--- src/rtl/shift7_pkg.sv ---
// Shared definitions for the shift7 parallel-in / serial-out converter.
package shift7_pkg;

    localparam int unsigned SHIFT7_WIDTH = 7;

    // Minimum bits needed to count 0..value-1; never less than one bit.
    function automatic int unsigned clog2(input int unsigned value);
        int unsigned r;
        int unsigned x;
        r = 0;
        x = value - 1;
        while (x != 0) begin
            r++;
            x = x >> 1;
        end
        if (r == 0) begin
            r = 1;
        end
        return r;
    endfunction

    typedef logic [SHIFT7_WIDTH-1:0] word_t;

endpackage

--- src/rtl/shift7_bitcnt.sv ---
// Mod-WIDTH bit counter for shift7; last_bit marks the final bit of a frame.
module shift7_bitcnt
    import shift7_pkg::*;
#(
    parameter int unsigned WIDTH = SHIFT7_WIDTH,
    localparam int unsigned CW = clog2(WIDTH)
) (
    input  logic          clk,
    input  logic          rst,
    input  logic          restart,
    output logic [CW-1:0] bitcnt,
    output logic          last_bit
);

    assign last_bit = (bitcnt == CW'(WIDTH - 1));

    always_ff @(posedge clk or posedge rst) begin
        if (rst) begin
            bitcnt <= '0;
        end else if (restart || last_bit) begin
            bitcnt <= '0;
        end else begin
            bitcnt <= bitcnt + CW'(1);
        end
    end

endmodule

--- src/rtl/shift7.sv ---
// Free-running serializer: reloads datain every WIDTH clocks and shifts it
// out one bit per clock, MSB or LSB first.
module shift7
    import shift7_pkg::*;
#(
    parameter int unsigned WIDTH     = SHIFT7_WIDTH,
    parameter bit          MSB_FIRST = 1'b1
) (
    input  logic             clk,
    input  logic             rst,
    input  logic [WIDTH-1:0] datain,
    output logic             dataout
);

    localparam int unsigned CW = clog2(WIDTH);

    logic [WIDTH-1:0] shreg;
    logic [WIDTH-1:0] shreg_next;
    logic             load_pending;
    logic             load;
    logic             bit_next;
    logic [CW-1:0]    bitcnt;
    logic             last_bit;

    shift7_bitcnt #(
        .WIDTH(WIDTH)
    ) u_bitcnt (
        .clk     (clk),
        .rst     (rst),
        .restart (load_pending),
        .bitcnt  (bitcnt),
        .last_bit(last_bit)
    );

    assign load = load_pending | last_bit;

    // dataout is registered, so on a shift edge it takes the bit that sits
    // one place behind the output end of the held word.
    always_comb begin
        shreg_next = '0;
        bit_next   = 1'b0;
        if (load) begin
            shreg_next = datain;
            bit_next   = MSB_FIRST ? datain[WIDTH-1] : datain[0];
        end else if (MSB_FIRST) begin
            shreg_next = shreg << 1;
            bit_next   = shreg[WIDTH-2];
        end else begin
            shreg_next = shreg >> 1;
            bit_next   = shreg[1];
        end
    end

    always_ff @(posedge clk or posedge rst) begin
        if (rst) begin
            shreg        <= '0;
            dataout      <= 1'b0;
            load_pending <= 1'b1;
        end else begin
            shreg        <= shreg_next;
            dataout      <= bit_next;
            load_pending <= 1'b0;
        end
    end

    always_ff @(posedge clk) begin
        if (!rst) begin
            assert (32'(bitcnt) < WIDTH);
        end
    end

endmodule

--- config.mk ---
export PLATFORM = sky130hd
export DESIGN_NAME = shift7
export DESIGN_NICKNAME = d
export VERILOG_FILES = /design/src/rtl/shift7_pkg.sv /design/src/rtl/shift7_bitcnt.sv /design/src/rtl/shift7.sv
export SDC_FILE = /design/constraint.sdc
export NUM_CORES = 1
export LEC_CHECK = 0
export BUFFER_PORTS_ARGS = -buffer_cell sky130_fd_sc_hd__buf_2
export CAP_MARGIN = 40
export CORE_AREA = 2 2 39 41
export CTS_CLUSTER_DIAMETER = 100
export DETAILED_ROUTE_END_ITERATION = 8
export DIE_AREA = 0 0 41 43
export GPL_TIMING_DRIVEN = 0
export PLACE_DENSITY_LB_ADDON = 0.3
export SYNTH_ARGS = -nofsm -noshare
export SYNTH_HDL_FRONTEND = slang
export SYNTH_SLANG_ARGS = --single-unit
--- constraint.sdc ---
create_clock -name clk -period 2.21 [get_ports clk]
set_clock_uncertainty 0.2 [all_clocks]
set_input_delay 0.1105 -clock clk [delete_from_list [all_inputs] [get_ports clk]]
set_output_delay 0.1105 -clock clk [all_outputs]
set_load 0.02 [all_outputs]
==> impl_metrics.tcl <==
set metrics [dict create \
    status "completed" \
    ant_nets 0 \
    drc 0 \
    cts_buffers 3 \
    grt_pass1_vias 304 \
    cts_buffer_depth 2 \
    grt_max_degree 12 \
    ys.warnings.count 0 \
    fin_crit_sh 0.727 \
    final_common_cell "dfrtp_1" \
    core_sq_um 1380 \
    wl_per_cell_um 9.89 \
    top_layer "met4" \
    max_freq_ghz 0.623 \
    antenna_cells 0 \
    synth-seq-cells 11 \
    netlist_top_cells_area "dfrtp_1 (57%), mux2_2 (15%), dfstp_2 (6.0%), ha_1 (5.7%), a21oi_4 (3.7%)" \
    die_area_sq_um 1760 \
    critical_path_class "register to register" \
    wl_met2_um 340 \
    critPathRequiredTime_ps 2160 \
    endpoint_kind "register" \
    dr.pass1.iters 3 \
    wl_met3_um 29 \
    routed_via_density 4.26 \
    cap_violations 0 \
    syn_inst 29 \
    crit_slowest_cell "mux2_2" \
    crit_arrival_ps 1560 \
    finalHoldViolations 0 \
    groute.usage.overall 0.107 \
    syn_to_final_growth_pct 39.0 \
    antenna_found_initial 0 \
    rows 14 \
    yosysTopAreaCellShare 0.570 \
    grt_pass1_wl_um 1210 \
    ir_drop_v 0.000339 \
    layout_common_cells "dfrtp_1 (10), buf_2 (9), dlygate4sd3_1 (8)" \
    die_h_um 43 \
    postCtsHoldBufs 8 \
    synthDistinctLibCells 12 \
    cts.htree.levels 1 \
    fillers 131 \
    num-nets-final 62 \
    power-per-cell-area_nw_per_um2 676 \
    finalSetupViolCount 0 \
    setup_tns_ps 0 \
    avgSynthCellArea_sq_um 15.1 \
    routabilityCongestion 0.594 \
    drv_slew 0 \
    portBuffers 9 \
    p_leak_nw 0.285 \
    path_clk_slew_ps 70 \
    numClockSinks 11 \
    cts_tree "yes" \
    fin_ws_ps 604 \
    clk_latency_ps 260 \
    pin_count 10 \
    start_util 0.317 \
    grt_overflow 0 \
    drt_iter0_drc 2 \
    wl_met1_um 272 \
    place_ws_ps 596 \
    period_minus_slack_ps 1610 \
    cts.repair.resized 0 \
    drive_above_1_share 0.420 \
    yosysTopAreaCell "dfrtp_1" \
    seq_area_frac_synth 0.630 \
    vias 281 \
    worstPathMaxFanout 9 \
    hp-class "input pin to asynchronous set/reset pin" \
    syn_nets 40 \
    cp_cell_sequence "inv_1 -> ha_1 -> a21oi_4 -> mux2_2" \
    worst_setup_path_start_kind "register" \
    slowest_delay_ps 370 \
    rsz0062_at_grt "no" \
    synth_area_sq_um 439 \
    root_buffer "clkbuf_4" \
    post_cts_buffers 0 \
    die_w_um 41 \
    wl_um 653 \
]
## logic make-up (layout without fill, tap and decap cells)
kind of cell	after synthesis	after routing	share of synthesized area
flops	11	11	0.630
mux	6	6	0.154
simple gates	5	5	0.0769
fa+ha+maj	2	2	0.0570
compound gates	2	2	0.0570
buf+inv	2	23	0.0171
other cells	1	1	0.00854
## sequential cells by signal, indices dropped and copies added, names as in the netlist
signal	count
shreg	6
dataout	1
load_pending	1
u_bitcnt.bitcnt	3
## Yosys cell counts (all sizes together)
| library cell | number |
|---|---|
| conb | 1 |
| nor2b | 2 |
| dfrtp | 10 |
| a21oi | 2 |
| dfstp | 1 |
| inv | 2 |
| mux2 | 6 |
| ha | 2 |
| or3b | 1 |
| and2 | 1 |
| nand2b | 1 |
## where the power goes
| part | internal, mW | switching, mW | total, mW |
|---|---|---|---|
| Combinational | 0.0320 | 0.0211 | 0.0531 |
| Sequential | 0.219 | 0.00729 | 0.226 |
| Clock | 0.0697 | 0.0636 | 0.133 |
| Total | 0.320 | 0.0920 | 0.413 |
## final timing paths
kind	start	to	slack, ps	cells past startpoint
setup / recovery	u_bitcnt.bitcnt[0]	shreg[4]	600	4
hold / removal	rst	shreg[3]	180	3
setup reg to reg	u_bitcnt.bitcnt[0]	shreg[4]	600	4
hold reg to reg	shreg[0]	shreg[1]	280	1
max in group asynchronous	rst	load_pending	1310	3
min in group clk	shreg[0]	shreg[1]	280	1
## cell type report
cell class / instances / area [sq um] / area share
timing repair buffer: 17 / 125 / 0.205
inverter: 2 / 7.51 / 0.0123
sequential: 11 / 277 / 0.453
multi-input combinational: 16 / 155 / 0.254
clock buffer: 4 / 26.3 / 0.0430
tap: 16 / 20.0 / 0.0328
## worst max-delay path: cells and delay by family, from the launching register on
kind	cells	cell delay (ps)
compound gates	1	280
fa+ha+maj	1	230
buf+inv	1	60
flops	1	350
mux	1	370
## metal layers
metal | up-vias | GRT usage
met5 | - | 0
met4 | 0 | 0.100
met3 | 2 | 0.0314
met2 | 7 | 0.159
met1 | 136 | 0.113
li1 | 136 | -
## metrics by stage
stage / hold WS (ps) / cells / instance area (sq um) / util / power [mW]
after global placement: -104 / 54 / 504 / 0.364 / 0.269
after detailed placement: -86.7 / 54 / 504 / 0.364 / 0.273
final: 179 / 66 / 611 / 0.441 / 0.413
after CTS: 180 / 66 / 611 / 0.441 / 0.418
after global routing: 224 / 66 / 611 / 0.441 / 0.435
after floorplan: -238 / 29 / 439 / - / 0.258
(Power assumes the default switching activity.)
